File: config.mk
export PLATFORM = sky130hd
export DESIGN_NAME = fifo_rd_ctrl_flat
export DESIGN_NICKNAME = d
export VERILOG_FILES = /design/src/rtl/fifo_rd_ctrl_if.sv /design/src/rtl/fifo_rd_ctrl.sv /design/src/flat_wrapper.sv
export SDC_FILE = /design/constraint.sdc
export NUM_CORES = 1
export LEC_CHECK = 0
export CAP_MARGIN = 20
export CORE_UTILIZATION = 45
export DETAILED_ROUTE_END_ITERATION = 6
export PLACE_DENSITY = 0.75
export SLEW_MARGIN = 10
export SYNTH_ARGS = -nofsm -noshare
export SYNTH_HDL_FRONTEND = slang
export SYNTH_SLANG_ARGS = --single-unit
File: constraint.sdc
create_clock -name clk_rd -period 3.1 [get_ports clk_rd]
set_clock_uncertainty 0.1 [all_clocks]
set_input_delay 0.62 -clock clk_rd [delete_from_list [all_inputs] [get_ports clk_rd]]
set_output_delay 0.62 -clock clk_rd [all_outputs]
set_load 0.02 [all_outputs]
File: src/rtl/fifo_rd_ctrl_if.sv
// Read-side bus of the async FIFO: write-pointer crossing, RAM read port and
// the valid/ready output stream.
interface fifo_rd_ctrl_if #(
    parameter int Depth    = 8,
    parameter int Width    = 4,
    parameter int PtrWidth = $clog2(Depth)
);
    logic [PtrWidth:0]   i_wr_gptr;
    logic [PtrWidth:0]   o_rd_gptr;
    logic                o_rd_en;
    logic                o_rd_empty;
    logic [PtrWidth-1:0] o_rd_ptr;
    logic [Width-1:0]    i_rd_data;
    logic [Width-1:0]    o_data;
    logic                o_valid;
    logic                i_ready;
    logic [PtrWidth:0]   o_level;

    modport master (
        input  i_wr_gptr, i_rd_data, i_ready,
        output o_rd_gptr, o_rd_en, o_rd_empty, o_rd_ptr, o_data, o_valid, o_level
    );

    modport slave (
        output i_wr_gptr, i_rd_data, i_ready,
        input  o_rd_gptr, o_rd_en, o_rd_empty, o_rd_ptr, o_data, o_valid, o_level
    );
endinterface

File: src/rtl/fifo_rd_ctrl.sv
// Async FIFO read controller: write-pointer sync, gray read pointer, empty flag
// and a 2-entry prefetch buffer giving one word per clock on valid/ready.
module fifo_rd_ctrl #(
    parameter int Depth      = 8,
    parameter int Width      = 4,
    parameter int PtrWidth   = $clog2(Depth),
    parameter int SyncStages = 2
) (
    input  logic           clk_rd,
    input  logic           rst_n,
    fifo_rd_ctrl_if.master bus
);
    localparam int PW = PtrWidth + 1;

    function automatic logic [PW-1:0] g2b(input logic [PW-1:0] g);
        logic [PW-1:0] b;
        b[PW-1] = g[PW-1];
        for (int i = PW - 2; i >= 0; i--) b[i] = b[i+1] ^ g[i];
        return b;
    endfunction

    // Asynchronous assert, synchronous release
    logic [1:0] r_rst_sync;
    logic       w_srst_n;

    always_ff @(posedge clk_rd or negedge rst_n) begin
        if (!rst_n) r_rst_sync <= '0;
        else        r_rst_sync <= {r_rst_sync[0], 1'b1};
    end
    assign w_srst_n = r_rst_sync[1];

    logic [SyncStages-1:0][PW-1:0] r_wsync;
    logic [PW-1:0]                 w_wq, w_wbin;

    always_ff @(posedge clk_rd or negedge w_srst_n) begin
        if (!w_srst_n) r_wsync <= '0;
        else           r_wsync <= {r_wsync[SyncStages-2:0], bus.i_wr_gptr};
    end
    assign w_wq   = r_wsync[SyncStages-1];
    assign w_wbin = g2b(w_wq);

    logic [PW-1:0]             r_rbin, r_rgray, r_level;
    logic                      r_empty;
    logic [1:0][Width-1:0]     r_buf;
    logic [1:0]                r_held;
    logic                      r_infl;
    logic                      w_pop, w_rd_en, w_tail;
    logic [2:0]                w_occ;
    logic [PW-1:0]             w_rbin_next, w_rgray_next;

    assign w_pop        = (r_held != 2'd0) & bus.i_ready;
    assign w_occ        = {1'b0, r_held} + {2'b0, r_infl};
    // Fetch only while the buffer plus the in-flight read leaves room after this pop
    assign w_rd_en      = w_srst_n & ~r_empty & (w_occ < (3'd2 + {2'b0, w_pop}));
    assign w_rbin_next  = r_rbin + {{PtrWidth{1'b0}}, w_rd_en};
    assign w_rgray_next = w_rbin_next ^ (w_rbin_next >> 1);
    assign w_tail       = (r_held == 2'd2) | ((r_held == 2'd1) & ~w_pop);

    always_ff @(posedge clk_rd or negedge w_srst_n) begin
        if (!w_srst_n) begin
            r_rbin  <= '0;
            r_rgray <= '0;
            r_empty <= 1'b1;
            r_level <= '0;
            r_buf   <= '0;
            r_held  <= '0;
            r_infl  <= 1'b0;
        end else begin
            r_rbin  <= w_rbin_next;
            r_rgray <= w_rgray_next;
            r_empty <= (w_rgray_next == w_wq);
            r_level <= w_wbin - w_rbin_next;
            r_infl  <= w_rd_en;
            r_held  <= r_held + {1'b0, r_infl} - {1'b0, w_pop};
            if (w_pop)  r_buf[0] <= r_buf[1];
            // Capture lands after the shift so a simultaneous pop sees the new tail
            if (r_infl) r_buf[w_tail] <= bus.i_rd_data;
        end
    end

    assign bus.o_rd_en    = w_rd_en;
    assign bus.o_rd_ptr   = r_rbin[PtrWidth-1:0];
    assign bus.o_rd_gptr  = r_rgray;
    assign bus.o_rd_empty = r_empty;
    assign bus.o_level    = r_level;
    assign bus.o_valid    = (r_held != 2'd0);
    assign bus.o_data     = r_buf[0];
endmodule

File: src/flat_wrapper.sv
// flat-port wrapper written by rule: the top's interface ports become plain ports
module fifo_rd_ctrl_flat 
#(
    parameter int Depth      = 8,
    parameter int Width      = 4,
    parameter int PtrWidth   = $clog2(Depth),
    parameter int SyncStages = 2
)
  (clk_rd, rst_n, bus_i_wr_gptr, bus_i_rd_data, bus_i_ready, bus_o_rd_gptr, bus_o_rd_en, bus_o_rd_empty, bus_o_rd_ptr, bus_o_data, bus_o_valid, bus_o_level);
  fifo_rd_ctrl_if #(.Depth(Depth), .Width(Width), .PtrWidth(PtrWidth)) bus_i ();
  input  logic clk_rd;
  input  logic rst_n;
  input wire logic [$bits(bus_i.i_wr_gptr)-1:0] bus_i_wr_gptr;
  input wire logic [$bits(bus_i.i_rd_data)-1:0] bus_i_rd_data;
  input wire logic [$bits(bus_i.i_ready)-1:0] bus_i_ready;
  output wire logic [$bits(bus_i.o_rd_gptr)-1:0] bus_o_rd_gptr;
  output wire logic [$bits(bus_i.o_rd_en)-1:0] bus_o_rd_en;
  output wire logic [$bits(bus_i.o_rd_empty)-1:0] bus_o_rd_empty;
  output wire logic [$bits(bus_i.o_rd_ptr)-1:0] bus_o_rd_ptr;
  output wire logic [$bits(bus_i.o_data)-1:0] bus_o_data;
  output wire logic [$bits(bus_i.o_valid)-1:0] bus_o_valid;
  output wire logic [$bits(bus_i.o_level)-1:0] bus_o_level;
  assign bus_i.i_wr_gptr = bus_i_wr_gptr;
  assign bus_i.i_rd_data = bus_i_rd_data;
  assign bus_i.i_ready = bus_i_ready;
  assign bus_o_rd_gptr = bus_i.o_rd_gptr;
  assign bus_o_rd_en = bus_i.o_rd_en;
  assign bus_o_rd_empty = bus_i.o_rd_empty;
  assign bus_o_rd_ptr = bus_i.o_rd_ptr;
  assign bus_o_data = bus_i.o_data;
  assign bus_o_valid = bus_i.o_valid;
  assign bus_o_level = bus_i.o_level;
  fifo_rd_ctrl #(.Depth(Depth), .Width(Width), .PtrWidth(PtrWidth), .SyncStages(SyncStages)) u_core (.clk_rd(clk_rd), .rst_n(rst_n), .bus(bus_i));
endmodule
### Word level (Yosys, flattened, before mapping)

Index checks and enable logic that the tools add are counted.

| word-level totals | value |
|---|---|
| register bits after elaboration | 34 |
| latch bits | 0 |
| bits in writable memories | 0 |
| memory bits (read-only) | 0 |
| input port bits | 11 |
| memories | 0 |

| operators by class | value |
|---|---|
| add/sub/neg operators | 6 |
| multiply operators | 0 |
| divide/modulo/power cells | 0 |
| order comparisons | 3 |
| equality and inequality tests | 3 |
| shifts and indexed selects | 0 |
| muxes and demuxes | 5 |
| bitwise logic cells | 11 |
| reduce and logical (&&, ||, !) cells | 2 |

Operators with widths:

| operator | count |
|---|---|
| $mux W4 | 3 |
| $bwmux W8 | 1 |
| $add A4 B1 Y4 | 1 |
| $and A1 B1 Y1 | 4 |
| $demux W4 S1 | 1 |
| $eq A4 B4 Y1 | 1 |
| $sub A4 B4 Y4 | 1 |
| $xor A4 B3 Y4 | 1 |
| $add A2 B1 Y3 | 1 |
| $add A2 B1 Y3 const A | 1 |
| $lt A3 B3 Y1 | 1 |
| $xor A1 B1 Y1 | 3 |
| $add A2 B1 Y2 | 1 |
| $eq A2 B1 Y1 const B | 1 |
| $eq A2 B2 Y1 const B | 1 |
| $lt A1 B2 Y1 const B | 1 |
| $not A1 Y1 | 2 |
| $reduce_bool A2 Y1 | 1 |
| $sub A2 B1 Y2 | 1 |
| $ge A1 B1 Y1 const B | 1 |
| $logic_and A1 B1 Y1 | 1 |
| $or A1 B1 Y1 | 1 |

### Logic depth before layout (Yosys ltp)

| logic depth | value |
|---|---|
| depth after elaboration | 11 |
| gate-level depth with buffers | 12 |
| mapped depth without buffers | 11 |

### Worst setup path after synthesis

OpenSTA, ideal clock, no wires.

| path | value |
|---|---|
| path kind | reg2reg |
| start | register u_core.r_rst_sync[1] |
| end | register u_core.r_level[2], in the netlist u_core.bus.o_level[2] |
| data arrival time | 2.757 ns |
| data required time | 2.877 ns |
| setup slack | 0.121 ns |
| cell stages (with the launch flop) | 10 |
| period minus slack after synthesis | 2.979 ns |
| cells stage by stage | dfrtp_1 > and3_1 > ha_1 > ha_1 > buf_2 > xor2_1 > ha_1 > a211oi_1 > a21oi_1 > xnor2_1 |

| between the ends | value |
|---|---|
| word-level cells in the longest chain between the ends | 4 |

Ends and longest elaborated chain:

| item | line | RTL |
|---|---|---|
| start: declaration | fifo_rd_ctrl.sv:23 | `logic [1:0] r_rst_sync;` |
| start signal: assignment | fifo_rd_ctrl.sv:28 | `else r_rst_sync <= {r_rst_sync[0], 1'b1};` |
| $and A1 B1 Y1 (2 in series) | fifo_rd_ctrl.sv:54 | `assign w_rd_en = w_srst_n & ~r_empty & (w_occ < (3'd2 + {2'b0, w_pop}));` |
| net bus_o_rd_en | flat_wrapper.sv:17 | `output wire logic [$bits(bus_i.o_rd_en)-1:0] bus_o_rd_en;` |
| $add A4 B1 Y4 | fifo_rd_ctrl.sv:55 | `assign w_rbin_next = r_rbin + {{PtrWidth{1'b0}}, w_rd_en};` |
| net u_core.w_rbin_next[1] | fifo_rd_ctrl.sv:49 | `logic [PW-1:0] w_rbin_next, w_rgray_next;` |
| $sub A4 B4 Y4 | fifo_rd_ctrl.sv:72 | `r_level <= w_wbin - w_rbin_next;` |
| end signal: assignment | fifo_rd_ctrl.sv:72 |  |
| end: declaration | fifo_rd_ctrl.sv:42 | `logic [PW-1:0] r_rbin, r_rgray, r_level;` |

The timed path passes the listed nets, and every way through them passes these cells.
A chain may end at the register's enable or synchronous reset.

### Final worst setup path

| path | value |
|---|---|
| start | input bus_i_ready |
| end | output bus_o_rd_en |

| between the ends | value |
|---|---|
| word-level cells in the longest chain between the ends | 4 |

Ends and longest elaborated chain:

| item | line | RTL |
|---|---|---|
| start: declaration | flat_wrapper.sv:15 | `input wire logic [$bits(bus_i.i_ready)-1:0] bus_i_ready;` |
| $and A1 B1 Y1 | fifo_rd_ctrl.sv:51 | `assign w_pop = (r_held != 2'd0) & bus.i_ready;` |
| $add A2 B1 Y3 | fifo_rd_ctrl.sv:54 |  |
| $lt A3 B3 Y1 | fifo_rd_ctrl.sv:54 |  |
| $and A1 B1 Y1 | fifo_rd_ctrl.sv:54 |  |
| end: declaration | flat_wrapper.sv:17 |  |

No other way between the ends.

==> flow_summary_export.csv <==
group,metric,value,unit
floorplanning,fp.dieArea,3445,µm²
clock_tree,cts_buffers,5,
clock_tree,holdBufCountCts,0,
floorplanning,die_h,58.70,µm
grt,grt_pass1_wl,3.650,mm
worst_setup_path,rr_startpoint,"u_core.r_infl",
placement,port_buffers,28,
yosys,syn_area_per_cell,13.27,µm²
yosys,synth_cells,109,
clock_tree,root_buffer,"clkbuf_4",
drt,dr.first_iter.drc_count,5,
power_and_ir_drop,power_density,1147,nW/µm²
layout,fin_nets,161,
yosys,synth.area.mux_share,10.03,%
layout,diodes,0,
worst_setup_path,critical_path_class,"in2out",
floorplanning,core-area,3053,µm²
yosys,synthTopCellsByArea,"dfrtp_1 55%, ha_1 6.9%, mux2_2 6.2%",
yosys,synth_adder_area_share,7.699,%
clock_tree,cts_tree,"yes",
worst_setup_path,start_kind,"input pin",
grt,grt_use_total,15.29,%
worst_setup_path,endpoint_kind,"primary output",
grt,grt_pass1_vias,805,
clock_tree,cts_setup_buffers,0,
floorplanning,start_util,47.38,%
timing,slew_viol_final,0,
outcome,outcome,"completed",
drt,drt_wl_total,2.168,mm
floorplanning,io_pins,29,
timing,hold_viol_final,0,
drt,via_per_inst,4.634,
yosys,yosys.area_share.simple,6.315,%
yosys,yosys.area.top_type,"dfrtp_1",
power_and_ir_drop,peakVddDrop,0.4271,mV
grt,grt_overflow_total,0,
worst_setup_path,cp.required,2380,ps
yosys,seq_area_frac_synth,57.18,%
drt,dr.pass1.iters,4,
clock_tree,path_clk_slew,90,ps
drt,drc,0,
clock_tree,ctsHtreeMaxLevel,2,
yosys,synth_compound_area_share,2.941,%
clock_tree,clkSinkCount,33,
yosys,synth_top_family_by_area,"XOR/XNOR gates",
timing,min_period_over_period,92.57,%
yosys,synth_warnings,0,
worst_setup_path,rr_worst_depth,11,
clock_tree,clk_path_buf_depth,2,
yosys,ys_ff_latch,33,
yosys,syn_area,1446,µm²
grt,antenna_found_initial,0,
placement,dpl_cell_area,1769,µm²
layout,finalCoreUtilization,60.33,%
clock_tree,clock_latency,320,ps
layout,post_route_cells_drive_above_1_share,19.01,%
drt,routedWlPerCell,11.66,µm
layout,area_growth,27.34,%
timing,finalCriticalPeriod,2870,ps
layout,fin_area,1842,µm²
power_and_ir_drop,finalPower,2113,µW
grt,grt_max_degree,32,
floorplanning,placement_rows,20,
job,cap_viol_max_count,0,
min_path,min_path_type,"reg2async",
placement,hpwl,1.670,mm
yosys,yosysUniqueCellTypes,32,
timing,fmax,0.3485,GHz
floorplanning,die_w,58.70,µm
clock_tree,cts_resized,0,
yosys,syn-num-nets,128,
worst_setup_path,cp.arrival,2150,ps
power_and_ir_drop,p_leak,0.0008240,µW
yosys,synthXorXnorAreaFrac,11.33,%
drt,final_antenna_net_count,0,
timing,finalSetupTns,0,ps
yosys,netlist.area_leader.share,55.36,%
timing,rsz0062_at_grt,"false",
placement,routabilityCongestion,0.8144,
timing,setup_viol,0,
drt,vias,862,
worst_setup_path,crit_path_start,"bus_i_ready",
worst_setup_path,cp_max_fo,3,
layer usage:
layer	vias to the layer above	wire (µm)	track usage, %
li1	419	-	-
met1	416	954	19.10
met2	22	1054	22.82
met3	5	122	5.495
met4	0	36	9.184
met5	-	0	0
registers in the layout, summed over array words and instances (netlist names):
register and flops:
u_core.w_wq 4, u_core.bus.o_level 4, u_core.r_rbin 4, u_core.bus.o_data 4
u_core.r_infl 1, u_core.r_held 2, u_core.bus.o_rd_empty 1, u_core.r_buf 4
u_core.bus.o_rd_gptr 3, u_core.r_rst_sync 2, u_core.r_wsync 4
path summary, 6_finish.rpt:
check | endpoint | slack (ps)
max reg2reg | u_core.bus.o_level[2] | 370
min | u_core.r_buf[4] | 190
max in group asynchronous | u_core.bus.o_rd_empty | 2400
min in group clk_rd | u_core.w_wq[2] | 250
min reg2reg | u_core.r_buf[4] | 190
max | bus_o_rd_en | 230
cells by family after synthesis:
| kind of cell | count (synthesis) |
|---|---|
| fa+ha+maj | 9 |
| other cells | 1 |
| xor+xnor | 17 |
| buf+inv | 12 |
| compound gates | 6 |
| simple gates | 18 |
| flops | 33 |
| mux | 13 |
area by class of cell:
type	count	area, µm²
clock buffers	5	37.54
clock inverters	2	35.03
fillers	257	1211
inverters	7	26.28
multi-input cells	64	558.0
flip-flops and latches	33	827.0
well taps	44	55.05
repair buffers	31	302.8
worst max-delay path: stages:
cell and delay, ps:
clkdlybuf4s50_1 500, nand2_2 60, o21ai_0 130, and3_1 230
clkdlybuf4s50_1 620
synth_stat cells:
cell type / count
nand2_2: 1
nor2b_1: 1
and3_1: 1
xnor2_1: 8
nor3_1: 1
mux2i_1: 1
dfstp_2: 1
a31oi_2: 1
and2_1: 1
dfrtp_1: 32
a21boi_1: 1
conb_1: 1
mux2_2: 8
mux2_1: 4
xor2_1: 7
inv_1: 6
xor2_2: 1
maj3_2: 1
or2_2: 2
buf_2: 1
a21oi_1: 2
inv_2: 1
o21ai_0: 1
a211oi_1: 1
nand3_1: 1
buf_4: 4
xnor2_2: 1
nand2_1: 5
nor3b_1: 1
nor2_1: 3
ha_1: 8
nand2b_1: 1
through the flow:
step	setup slack, ps	hold slack (ps)	instances
floorplan	120.5	224.4	109
global placement	129.7	195.7	179
detailed placement	45.44	196.1	179
CTS	217.5	205.5	186
global route	108.9	253.8	186
finish	230.3	189.2	186
layout by cell type, fill, tap and decap left out, drive strengths merged:
| master | instances |
|---|---|
| nand2b | 1 |
| dfstp | 1 |
| bufinv | 1 |
| nor3 | 1 |
| xnor2 | 9 |
| maj3 | 1 |
| ha | 8 |
| nand3 | 1 |
| inv | 7 |
| a21oi | 2 |
| o21ai | 1 |
| mux2i | 1 |
| nor2b | 1 |
| and3 | 1 |
| or2 | 2 |
| nand2 | 6 |
| mux2 | 12 |
| clkinv | 1 |
| nor2 | 3 |
| buf | 3 |
| clkdlybuf4s50 | 28 |
| conb | 1 |
| dfrtp | 32 |
| and2 | 1 |
| a31oi | 1 |
| a211oi | 1 |
| clkbuf | 5 |
| xor2 | 8 |
| nor3b | 1 |
| a21boi | 1 |
power breakdown:
group	switching, µW	internal, µW	total, µW
clock	126	164	291
combinational	555	577	1130
sequential	88.3	602	690
Note: power is estimated with default switching activity, not from simulation.
